==> config.mk <==
export PLATFORM = sky130hd
export DESIGN_NAME = beat_sequencer_flat
export DESIGN_NICKNAME = d
export VERILOG_FILES = /design/src/rtl/beat_sequencer_if.sv /design/src/rtl/beat_sequencer.sv /design/src/flat_wrapper.sv
export SDC_FILE = /design/constraint.sdc
export NUM_CORES = 1
export LEC_CHECK = 0
export ABC_AREA = 1
export BUFFER_PORTS_ARGS = -buffer_cell sky130_fd_sc_hd__buf_2
export CORE_AREA = 2 2 39 41
export DETAILED_ROUTE_END_ITERATION = 10
export DIE_AREA = 0 0 41 43
export HOLD_SLACK_MARGIN = 0.03
export PLACE_DENSITY_LB_ADDON = 0.2
export REMOVE_ABC_BUFFERS = 1
export SETUP_SLACK_MARGIN = 0.05
export SYNTH_ARGS = -nofsm -noshare
export SYNTH_HDL_FRONTEND = slang
export SYNTH_SLANG_ARGS = --single-unit
==> constraint.sdc <==
create_clock -name T3 -period 1.3 [get_ports T3]
set_input_delay 0 -clock T3 [delete_from_list [all_inputs] [get_ports T3]]
set_output_delay 0 -clock T3 [all_outputs]
set_load 0.02 [all_outputs]
==> src/rtl/beat_sequencer_if.sv <==
// Beat bus between the beat sequencer and the hardwired controller.
//
// The sequencer drives the beat vector W[3:1], RUN and MCYC_END (plus CYC_CNT when the
// CYCLE_CNT_EN macro is defined). The controller returns SHORT, LONG and STOP.
//
// Modports:
//   master - beat sequencer side
//   slave  - controller side
interface beat_sequencer_if
`ifdef CYCLE_CNT_EN
#(
  parameter int unsigned CNT_W = 16
)
`endif
();
  logic [2:0] W;
  logic       RUN;
  logic       MCYC_END;
  logic       SHORT;
  logic       LONG;
  logic       STOP;
`ifdef CYCLE_CNT_EN
  logic [CNT_W-1:0] CYC_CNT;
`endif

`ifdef CYCLE_CNT_EN
  modport master (
    output W, RUN, MCYC_END, CYC_CNT,
    input  SHORT, LONG, STOP
  );
  modport slave (
    input  W, RUN, MCYC_END, CYC_CNT,
    output SHORT, LONG, STOP
  );
`else
  modport master (
    output W, RUN, MCYC_END,
    input  SHORT, LONG, STOP
  );
  modport slave (
    input  W, RUN, MCYC_END,
    output SHORT, LONG, STOP
  );
`endif
endinterface

==> src/rtl/beat_sequencer.sv <==
// Beat sequencer for the hardwired controller.
//
// Produces the W[3:1] beats of one machine cycle (1, 2 or 3 beats) as steered by the
// controller's SHORT/LONG requests, chains cycles back-to-back unless STOP or single-step
// (DP) is seen at the end of a cycle, and handles the asynchronous start button QD.
//
// Ports:
//   T3    - clock, all state updates on the rising edge
//   CLR   - synchronous active-high reset, overrides everything
//   QD    - start button, asynchronous level
//   DP    - single-step: halt after every machine cycle
//   ctl   - beat bus (master): W, RUN, MCYC_END, [CYC_CNT] out; SHORT, LONG, STOP in
//
// Parameters:
//   QD_SYNC_STAGES - synchronizer depth on QD (minimum 2)
//   CNT_W          - machine-cycle counter width (only with CYCLE_CNT_EN)
//
// Optional feature: define CYCLE_CNT_EN to add the completed machine-cycle counter CYC_CNT.
module beat_sequencer #(
  parameter int unsigned QD_SYNC_STAGES = 2
`ifdef CYCLE_CNT_EN
  ,
  parameter int unsigned CNT_W = 16
`endif
) (
  input  logic             T3,
  input  logic             CLR,
  input  logic             QD,
  input  logic             DP,
  beat_sequencer_if.master ctl
);

  // State encoding doubles as the registered beat vector.
  typedef enum logic [2:0] {
    StIdle = 3'b000,
    StB1   = 3'b001,
    StB2   = 3'b010,
    StB3   = 3'b100
  } state_e;

  state_e state_q, state_d;
  logic   mcyc_end;

  // ---------------------------------------------------------------------------
  // Start button: synchronizer, arming and rising-edge detection
  // ---------------------------------------------------------------------------
  logic [QD_SYNC_STAGES-1:0] qd_sync_q, qd_sync_d;
  // Marks which synchronizer stages hold real samples of QD since the last CLR.
  logic [QD_SYNC_STAGES-1:0] qd_vld_q, qd_vld_d;
  logic                      qd_prev_q, qd_prev_d;
  logic                      qd_armed_q, qd_armed_d;
  logic                      qd_s;
  logic                      qd_pulse;

  assign qd_s = qd_sync_q[QD_SYNC_STAGES-1];

  always_comb begin
    qd_sync_d = {qd_sync_q[QD_SYNC_STAGES-2:0], QD};
    qd_vld_d  = {qd_vld_q[QD_SYNC_STAGES-2:0], 1'b1};
    qd_prev_d = qd_s;
    // A button held through CLR must be released before it can start the machine, so the
    // detector only arms once a genuine low has come out of the synchronizer.
    qd_armed_d = qd_armed_q | (qd_vld_q[QD_SYNC_STAGES-1] & ~qd_s);
    qd_pulse   = qd_armed_q & qd_s & ~qd_prev_q;
  end

  always_ff @(posedge T3) begin
    if (CLR) begin
      qd_sync_q  <= '0;
      qd_vld_q   <= '0;
      qd_prev_q  <= 1'b0;
      qd_armed_q <= 1'b0;
    end else begin
      qd_sync_q  <= qd_sync_d;
      qd_vld_q   <= qd_vld_d;
      qd_prev_q  <= qd_prev_d;
      qd_armed_q <= qd_armed_d;
    end
  end

  // ---------------------------------------------------------------------------
  // Beat FSM
  // ---------------------------------------------------------------------------
  always_comb begin
    state_d  = StIdle;
    mcyc_end = 1'b0;
    case (state_q)
      StIdle: state_d = qd_pulse ? StB1 : StIdle;
      StB1: begin
        // SHORT wins over LONG; LONG is only looked at in B2.
        if (ctl.SHORT) mcyc_end = 1'b1;
        else           state_d  = StB2;
      end
      StB2: begin
        if (ctl.LONG) state_d  = StB3;
        else          mcyc_end = 1'b1;
      end
      StB3:    mcyc_end = 1'b1;
      default: state_d  = StIdle;  // multi-hot or otherwise illegal encoding
    endcase
    // End of machine cycle: STOP/DP only matter here; otherwise chain with no gap beat.
    if (mcyc_end) begin
      state_d = (ctl.STOP || DP) ? StIdle : StB1;
    end
  end

  always_ff @(posedge T3) begin
    if (CLR) begin
      state_q <= StIdle;
    end else begin
      state_q <= state_d;
    end
  end

  assign ctl.W        = state_q;
  assign ctl.RUN      = (state_q != StIdle);
  assign ctl.MCYC_END = mcyc_end;

  // ---------------------------------------------------------------------------
  // Completed machine-cycle counter
  // ---------------------------------------------------------------------------
`ifdef CYCLE_CNT_EN
  logic [CNT_W-1:0] cyc_cnt_q, cyc_cnt_d;

  always_comb begin
    cyc_cnt_d = cyc_cnt_q;
    if (mcyc_end) cyc_cnt_d = cyc_cnt_q + CNT_W'(1);  // wraps silently
  end

  always_ff @(posedge T3) begin
    if (CLR) begin
      cyc_cnt_q <= '0;
    end else begin
      cyc_cnt_q <= cyc_cnt_d;
    end
  end

  assign ctl.CYC_CNT = cyc_cnt_q;
`endif

endmodule

==> src/flat_wrapper.sv <==
// flat-port wrapper written by rule: the top's interface ports become plain ports
module beat_sequencer_flat 
#(
  parameter int unsigned QD_SYNC_STAGES = 2

)
  (T3, CLR, QD, DP, ctl_W, ctl_RUN, ctl_MCYC_END, ctl_SHORT, ctl_LONG, ctl_STOP);
  beat_sequencer_if ctl_i ();
  input  logic T3;
  input  logic CLR;
  input  logic QD;
  input  logic DP;
  output wire logic [$bits(ctl_i.W)-1:0] ctl_W;
  output wire logic [$bits(ctl_i.RUN)-1:0] ctl_RUN;
  output wire logic [$bits(ctl_i.MCYC_END)-1:0] ctl_MCYC_END;
  input wire logic [$bits(ctl_i.SHORT)-1:0] ctl_SHORT;
  input wire logic [$bits(ctl_i.LONG)-1:0] ctl_LONG;
  input wire logic [$bits(ctl_i.STOP)-1:0] ctl_STOP;
  assign ctl_W = ctl_i.W;
  assign ctl_RUN = ctl_i.RUN;
  assign ctl_MCYC_END = ctl_i.MCYC_END;
  assign ctl_i.SHORT = ctl_SHORT;
  assign ctl_i.LONG = ctl_LONG;
  assign ctl_i.STOP = ctl_STOP;
  beat_sequencer #(.QD_SYNC_STAGES(QD_SYNC_STAGES)) u_core (.T3(T3), .CLR(CLR), .QD(QD), .DP(DP), .ctl(ctl_i));
endmodule
# ---- Word-level counts from Yosys, hierarchy flattened
# Index checks and enable logic that the tools add are counted.
dict set report word_totals {
  reg_bits 9
  inputBits 7
  output_inout_bits 5
  elab_cells 28
}
dict set report op_classes {
  eq_ne 3
  muxes 10
  bitwise_logic 6
  reduce_logical 3
}
# operator n
set ops {}
lappend ops {{3-bit case mux with 3 select lines} 1}
lappend ops {{3-bit two-way mux} 2}
lappend ops {{1-bit two-way mux} 5}
lappend ops {{1-bit bitwise AND} 3}
lappend ops {{3-bit by 1-bit equality test with 1-bit output (second input constant)} 1}
lappend ops {{3-bit by 2-bit equality test with 1-bit output (second input constant)} 1}
lappend ops {{3-bit equality test (second input constant)} 1}
lappend ops {{3-bit zero test} 1}
lappend ops {{1-bit case mux with 3 select lines} 1}
lappend ops {{3-bit nonzero test} 1}
lappend ops {{2-bit two-way mux} 1}
lappend ops {{1-bit NOT} 2}
lappend ops {{1-bit logical OR} 1}
lappend ops {{1-bit bitwise OR} 1}

# ---- Logic depth before layout (Yosys ltp)
# Gate-level depths: netlist of run 1.
dict set report depth {
  depth_word 5
  ltp_mapped 6
  ltp_nobuf 6
}

# ---- Worst setup path after synthesis of run 1
# OpenSTA, ideal clock, no wires.
dict set report synth_timing {
  kind {register to register}
  startpoint {reg u_core.state_q[0] (netlist: u_core.ctl.W[0])}
  endpoint {reg u_core.state_q[0] (netlist: u_core.ctl.W[0])}
  setup_ns 0.115
  arrival_ns 1.043
  t_required_ns 1.185
  path_slack_ns 0.143
  stages_incl_launch_ff 6
  path_buffers 0
  period_less_slack_ns 1.157
  path_cell_list {dfxtp_1 inv_1 nand3_1 nand3_2 nor2_1 nor2_2}
}
dict set report synth_between {
  elab_chain_cells 3
  elab_cells_between_ends 7
  cone_classes {eq/ne: 3; mux: 3; reduce/logical: 1}
}
# element line
set synth_lines {}
lappend synth_lines {{from (decl)} beat_sequencer.sv:41} ;# state_e state_q, state_d;
lappend synth_lines {{from (signal assigned)} beat_sequencer.sv:109} ;# state_q <= StIdle;
lappend synth_lines {{from (signal assigned)} beat_sequencer.sv:111} ;# state_q <= state_d;
lappend synth_lines {{3-bit equality test, or another cell as far along} beat_sequencer.sv:87} ;# case (state_q)
lappend synth_lines {{1-bit case mux with 3 select lines *} beat_sequencer.sv:87}
lappend synth_lines {{via ctl_MCYC_END} flat_wrapper.sv:15} ;# output wire logic [$bits(ctl_i.MCYC_END)-1:0] ctl_MCYC_END;
lappend synth_lines {{3-bit two-way mux *} beat_sequencer.sv:102} ;# if (mcyc_end) begin
# The timed path passes the listed nets; every way through them passes the cells marked *.
# A chain may end at the register's enable or synchronous reset.

# ---- Final worst setup path of run 1
dict set report layout_timing {
  startpoint {in CLR}
  endpoint {reg u_core.qd_sync_q[0]}
}
# element line
set layout_rtl {}
lappend layout_rtl {{from (decl)} flat_wrapper.sv:10} ;# input logic CLR;
lappend layout_rtl {{to (signal assigned)} beat_sequencer.sv:74} ;# qd_sync_q <= qd_sync_d;
lappend layout_rtl {{to (decl)} beat_sequencer.sv:47} ;# logic [QD_SYNC_STAGES-1:0] qd_sync_q, qd_sync_d;
# No word-level cell between the ends.

==> results.json, run 1 <==
{
  "worstMarginPinSlew_ps": 182,
  "design.core.area_um2": 1380,
  "rsz0062_at_grt": "false",
  "grt_pass1_wl_mm": 1.03,
  "critPathArrivalTime_ps": 1280,
  "routed_wirelength_um": 654,
  "synth_edf_count": 0,
  "synth_top_area_share_pct": 54.1,
  "period_needed_ps": 1130,
  "antenna_found_initial": 0,
  "status": "completed",
  "dpl.hpwl_um": 472,
  "finalSetupViolCount": 0,
  "ir_drop_uv": 440,
  "area_growth_pct": 42.5,
  "grt_pass1_vias": 292,
  "dp.cells": 68,
  "clk-insertion-delay-late_ps": 260,
  "ys_ff_latch": 9,
  "grt_use_total_pct": 9.18,
  "final_cells": 76,
  "synth_cells": 41,
  "cts_sinks": 9,
  "worst_hold_path_type": "in -> reg",
  "overflow": 0,
  "end_kind": "register",
  "finalSetupTns_ps": 0,
  "worstPathMaxFanout": 6,
  "grt_max_degree": 7,
  "start_util_pct": 24.1,
  "yosysTopAreaCell": "dfxtp_1",
  "criticalPathCategory": "in -> reg",
  "fmax_ghz": 0.887,
  "finalWeightedCongestion": 0.575,
  "syn_avg_cell_area_um2": 8.12,
  "syn_area_um2": 333,
  "fill_cells": 160,
  "drc": 0,
  "fp.dieH_um": 43,
  "ios": 12,
  "skew_ps": 4.87,
  "cellLeakagePower_nw": 0.243,
  "cts_tree": "done",
  "dieArea_um2": 1760,
  "slew_headroom_pct": 87.8,
  "final_layout_size_suffix_gt1_share_pct": 33.3,
  "rows": 14,
  "clockBufferDepth": 2,
  "ys_seq_area_share_pct": 54.1,
  "fin_crit_sh_pct": 86.8,
  "cap_violations": 0,
  "ys_types": 12,
  "routedWlPerCell_um": 8.61,
  "viasPerCell": 4.04,
  "numPortBuffers": 11,
  "first_pass_iters": 3,
  "drtIter0Drc": 8,
  "cts_buffers": 3,
  "startpoint_type": "input port",
  "synthFlopType": "dfxtp_1",
  "ctsRootBufferMaster": "clkbuf_4",
  "ys_top_cells_by_area": "dfxtp_1, nor2_1, inv_1",
  "vias": 307,
  "synth_common_cells": "dfxtp_1, nor2_1, inv_1",
  "synth.most_common_cell": "dfxtp_1",
  "final_antenna_net_count": 0,
  "cts-htree-levels": 1,
  "hold_viol_final": 0,
  "synth_warnings": 0,
  "async_flop_share_pct": 0,
  "drv_slew": 0,
  "dpl-instance-area_um2": 408,
  "num_antenna_cells": 0,
  "nets": 68,
  "stdcell_area_um2": 474,
  "cts.clk_slew.worst_paths_ps": 60,
  "power_density_nw_per_um2": 1170,
  "cp.required_ps": 1450,
  "die_x_um": 41
}
metal layers:
metal / global-route usage, % / vias to the layer above / wire (um)
met2: 13.4 / 11 / 281
met5: 0 / - / 0
met1: 8.82 / 127 / 315
met3: 4.71 / 2 / 50
met4: 8.00 / 0 / 6
li1: - / 167 / -
timing repair:
action                                 in CTS  in global routing
gates resized for setup                     0                  0
buffers inserted                            0                  0
hold buffers                                4                  0
setup endpoints to repair                   0                  0
endpoints found under the hold margin       7                  0
state kept, by name (all words and copies together), names as in the netlist:
register,flops
u_core.ctl.W,3
u_core.qd_armed_q,1
u_core.qd_prev_q,1
u_core.qd_vld_q,2
u_core.qd_sync_q,2
critical path, stage by stage:
cell and delay (ps):
dlygate4sd3_1 520, buf_2 160, nor2_1 50, dlygate4sd3_1 550
layout by cell type (no fill, tap or decap):
cell type      Yosys  layout
nor2_1             8       8
nand4_1            4       4
inv_2              2       2
dlygate4sd3_1      0       4
buf_2              0      11
nand3_2            2       2
nor2_2             1       1
nand2_1            3       3
nor3_1             1       1
nand3_1            2       2
inv_1              7       7
clkbuf_4           0       3
or2_2              1       1
a21oi_1            1       1
clkbuf_1           0       1
dfxtp_1            9       9
cell families after synthesis:
group / count (synthesis) / synth area share [%]
AND/OR/NAND/NOR: 22 / 34.2
flip-flops: 9 / 54.1
buffers and inverters: 9 / 10.2
AO/OA/AOI/OAI: 1 / 1.50
worst paths after layout:
check / from / to / slack, ps / cells after the start
hold / removal: ctl_STOP / u_core.ctl.W[0] / 60 / 5
hold reg to reg: u_core.qd_sync_q[0] / u_core.qd_sync_q[1] / 410 / 2
setup reg to reg: u_core.ctl.W[0] / u_core.ctl.W[0] / 340 / 5
setup / recovery: CLR / u_core.qd_sync_q[0] / 170 / 4
final cells by class:
cell class,count,area [um2],share of cell area [%]
flip-flops and latches,9,180,38.0
well taps,16,20.0,4.22
clock buffers,4,26.3,5.54
multi-input cells,23,119,25.1
inverters,9,33.8,7.12
repair buffers,15,95.1,20.1
where the power goes:
part / switching (W) / internal [W] / total (W)
clock network: 0.000103 / 0.000119 / 0.000221
registers: 0.00000388 / 0.000286 / 0.000290
logic: 0.0000213 / 0.0000240 / 0.0000453
total: 0.000128 / 0.000429 / 0.000556
per-stage QoR:
| step | util, % | hold WS [ps] | worst slack [ps] | total power [W] |
|---|---|---|---|---|
| after global placement | 29.5 | 204 | 359 | 0.000332 |
| final | 34.3 | 63.4 | 172 | 0.000556 |
| after global routing | 34.3 | 96.2 | 87.3 | 0.000581 |
| after detailed placement | 29.5 | 208 | 344 | 0.000333 |
| after CTS | 34.3 | 63.9 | 157 | 0.000563 |
| after floorplan | - | 71.2 | 143 | 0.000316 |
No activity file was read; power rests on OpenSTA's default activity.
==> inputs of run 2 (changes only) <==
CELL_PAD_IN_SITES_DETAIL_PLACEMENT = 1   (was default)
CELL_PAD_IN_SITES_GLOBAL_PLACEMENT = 1   (was default)
==> run 2 against run 1 <==
Effect of this change: highest routed layer is now met3; core utilization up 0.090 points; worst hold slack about the same; final cell count unchanged; routed wire length up 7.3%; critical path type unchanged; register-to-register slack about the same; critical endpoint unchanged; first-iteration DRC count down 63%.
==> results.json, run 2 (synthesis gave the netlist of run 1 again) <==
{
  "period_needed_ps": 1120,
  "drv_slew": 0,
  "wl_met1_um": 304,
  "design.core.area_um2": 1380,
  "clk-insertion-delay-late_ps": 260,
  "vias": 309,
  "holdPathEnd": "u_core.ctl.W[0]",
  "routed-wl-met2_um": 340,
  "routedWlPerCell_um": 9.24,
  "finalWeightedCongestion": 0.645,
  "largest_register_ffs": 3,
  "cts.clk_slew.worst_paths_ps": 60,
  "crit_top_cell": "dlygate4sd3_1",
  "stdcell_area_um2": 475,
  "worst_hold_path_type": "in -> reg",
  "dp.cells": 68,
  "finalSetupViolCount": 0,
  "dieArea_um2": 1760,
  "final_cells": 76,
  "cpPeakStageDelay_ps": 550,
  "worstRegToRegCells": 5,
  "grt_use_total_pct": 10.9,
  "fmax_ghz": 0.890,
  "antenna_found_initial": 0,
  "overflow": 0,
  "routed_wirelength_um": 702,
  "cts_tree": "done",
  "final_layout_size_suffix_gt1_share_pct": 35.0,
  "status": "completed",
  "grt_max_degree": 7,
  "cellLeakagePower_nw": 0.246,
  "ctsRootBufferMaster": "clkbuf_4",
  "dpl-instance-area_um2": 408,
  "reg2reg_slack_ps": 340,
  "critPathArrivalTime_ps": 1280,
  "fin_crit_sh_pct": 86.4,
  "power_density_nw_per_um2": 1160,
  "skew_ps": 2.54,
  "die_x_um": 41,
  "dpl.hpwl_um": 526,
  "hold_viol_final": 0,
  "mostFrequentLayoutCell": "buf_2",
  "finalSetupTns_ps": 0,
  "viasPerCell": 4.07,
  "cts_buffers": 3,
  "crit_chain": "dlygate4sd3_1 -> buf_2 -> nor2_1 -> dlygate4sd3_1",
  "ir_drop_uv": 817,
  "startpoint_type": "input port",
  "drtIter0Drc": 3,
  "slew_headroom_pct": 87.1,
  "final_antenna_net_count": 0,
  "fp.dieH_um": 43,
  "min_from": "ctl_STOP",
  "area_growth_pct": 42.9,
  "worstPathMaxFanout": 6,
  "end_kind": "register",
  "whs_ps": 63.2,
  "numPortBuffers": 11,
  "dr.max_layer_used": "met3",
  "num_antenna_cells": 0,
  "cts-htree-levels": 1,
  "rsz0062_at_grt": "false",
  "dr_wl_met3_um": 57,
  "nets": 68,
  "r2r_start": "u_core.ctl.W[1]",
  "grt_pass1_wl_mm": 1.22,
  "final_cell_mix": "buf_2, dfxtp_1, nor2_1, inv_1",
  "ios": 12,
  "criticalPathCategory": "in -> reg",
  "r2r_end": "u_core.ctl.W[0]",
  "worstMarginPinSlew_ps": 193,
  "first_pass_iters": 4,
  "clockBufferDepth": 2,
  "grt_pass1_vias": 310,
  "cp_slowest_cell": "dlygate4sd3_1",
  "start_util_pct": 24.1,
  "rows": 14,
  "holdPathStages": 5,
  "cap_violations": 0,
  "cts_sinks": 9,
  "cp.required_ps": 1450,
  "drc": 0
}
[run 2: routing by layer]
metal  up-vias  GRT usage [%]
met3         0           9.42
met2         9           15.0
met4         0           2.00
met5         -              0
met1       134           12.7
li1        166              -
[run 2: metrics by stage]
step | utilization, % | setup WS [ps] | power (W)
2_1_floorplan | - | 143 | 0.000316
3_3_place_gp | 29.5 | 333 | 0.000333
3_5_place_dp | 29.5 | 330 | 0.000334
4_1_cts | 34.4 | 166 | 0.000568
5_1_grt | 34.4 | 81.4 | 0.000596
6_report | 34.4 | 177 | 0.000554
[run 2: final cells by class]
cell class / count / area (um2)
clock buffer: 3 / 22.5
timing repair buffer: 15 / 95.1
clock inverter: 1 / 5.00
fill: 184 / 908
sequential: 9 / 180
tap: 16 / 20.0
multi-input combinational: 23 / 119
inverter: 9 / 33.8
[run 2: power by group]
part           leakage (nW)   total, W  internal [W]  switching (W)
Clock                0.0177   0.000218      0.000114       0.000104
Sequential           0.0739   0.000290      0.000286     0.00000412
Combinational         0.154  0.0000456     0.0000240      0.0000216
[run 2: how the worst max path moves through the flow]
stage	from	to	slack [ps]	cells after the start
2_1_floorplan	u_core.ctl.W[0]	u_core.ctl.W[0]	140	5
3_3_place_gp	u_core.ctl.W[0]	u_core.ctl.W[0]	330	5
3_5_place_dp	u_core.ctl.W[0]	u_core.ctl.W[0]	330	5
4_1_cts	u_core.ctl.W[2]	ctl_MCYC_END	170	4
5_1_grt	u_core.ctl.W[0]	ctl_MCYC_END	80	4
6_report	CLR	u_core.qd_sync_q[0]	180	4
[run 2: repair_timing]
item,in CTS,in global routing
endpoints found under the hold margin,7,0
hold buffers,4,0
gates resized for setup,0,0
buffers inserted,0,0
[run 2: worst max-delay path, delay by kind of cell]
kind / cells / cell delay, ps
buf+inv: 3 / 1230
simple gates: 1 / 50
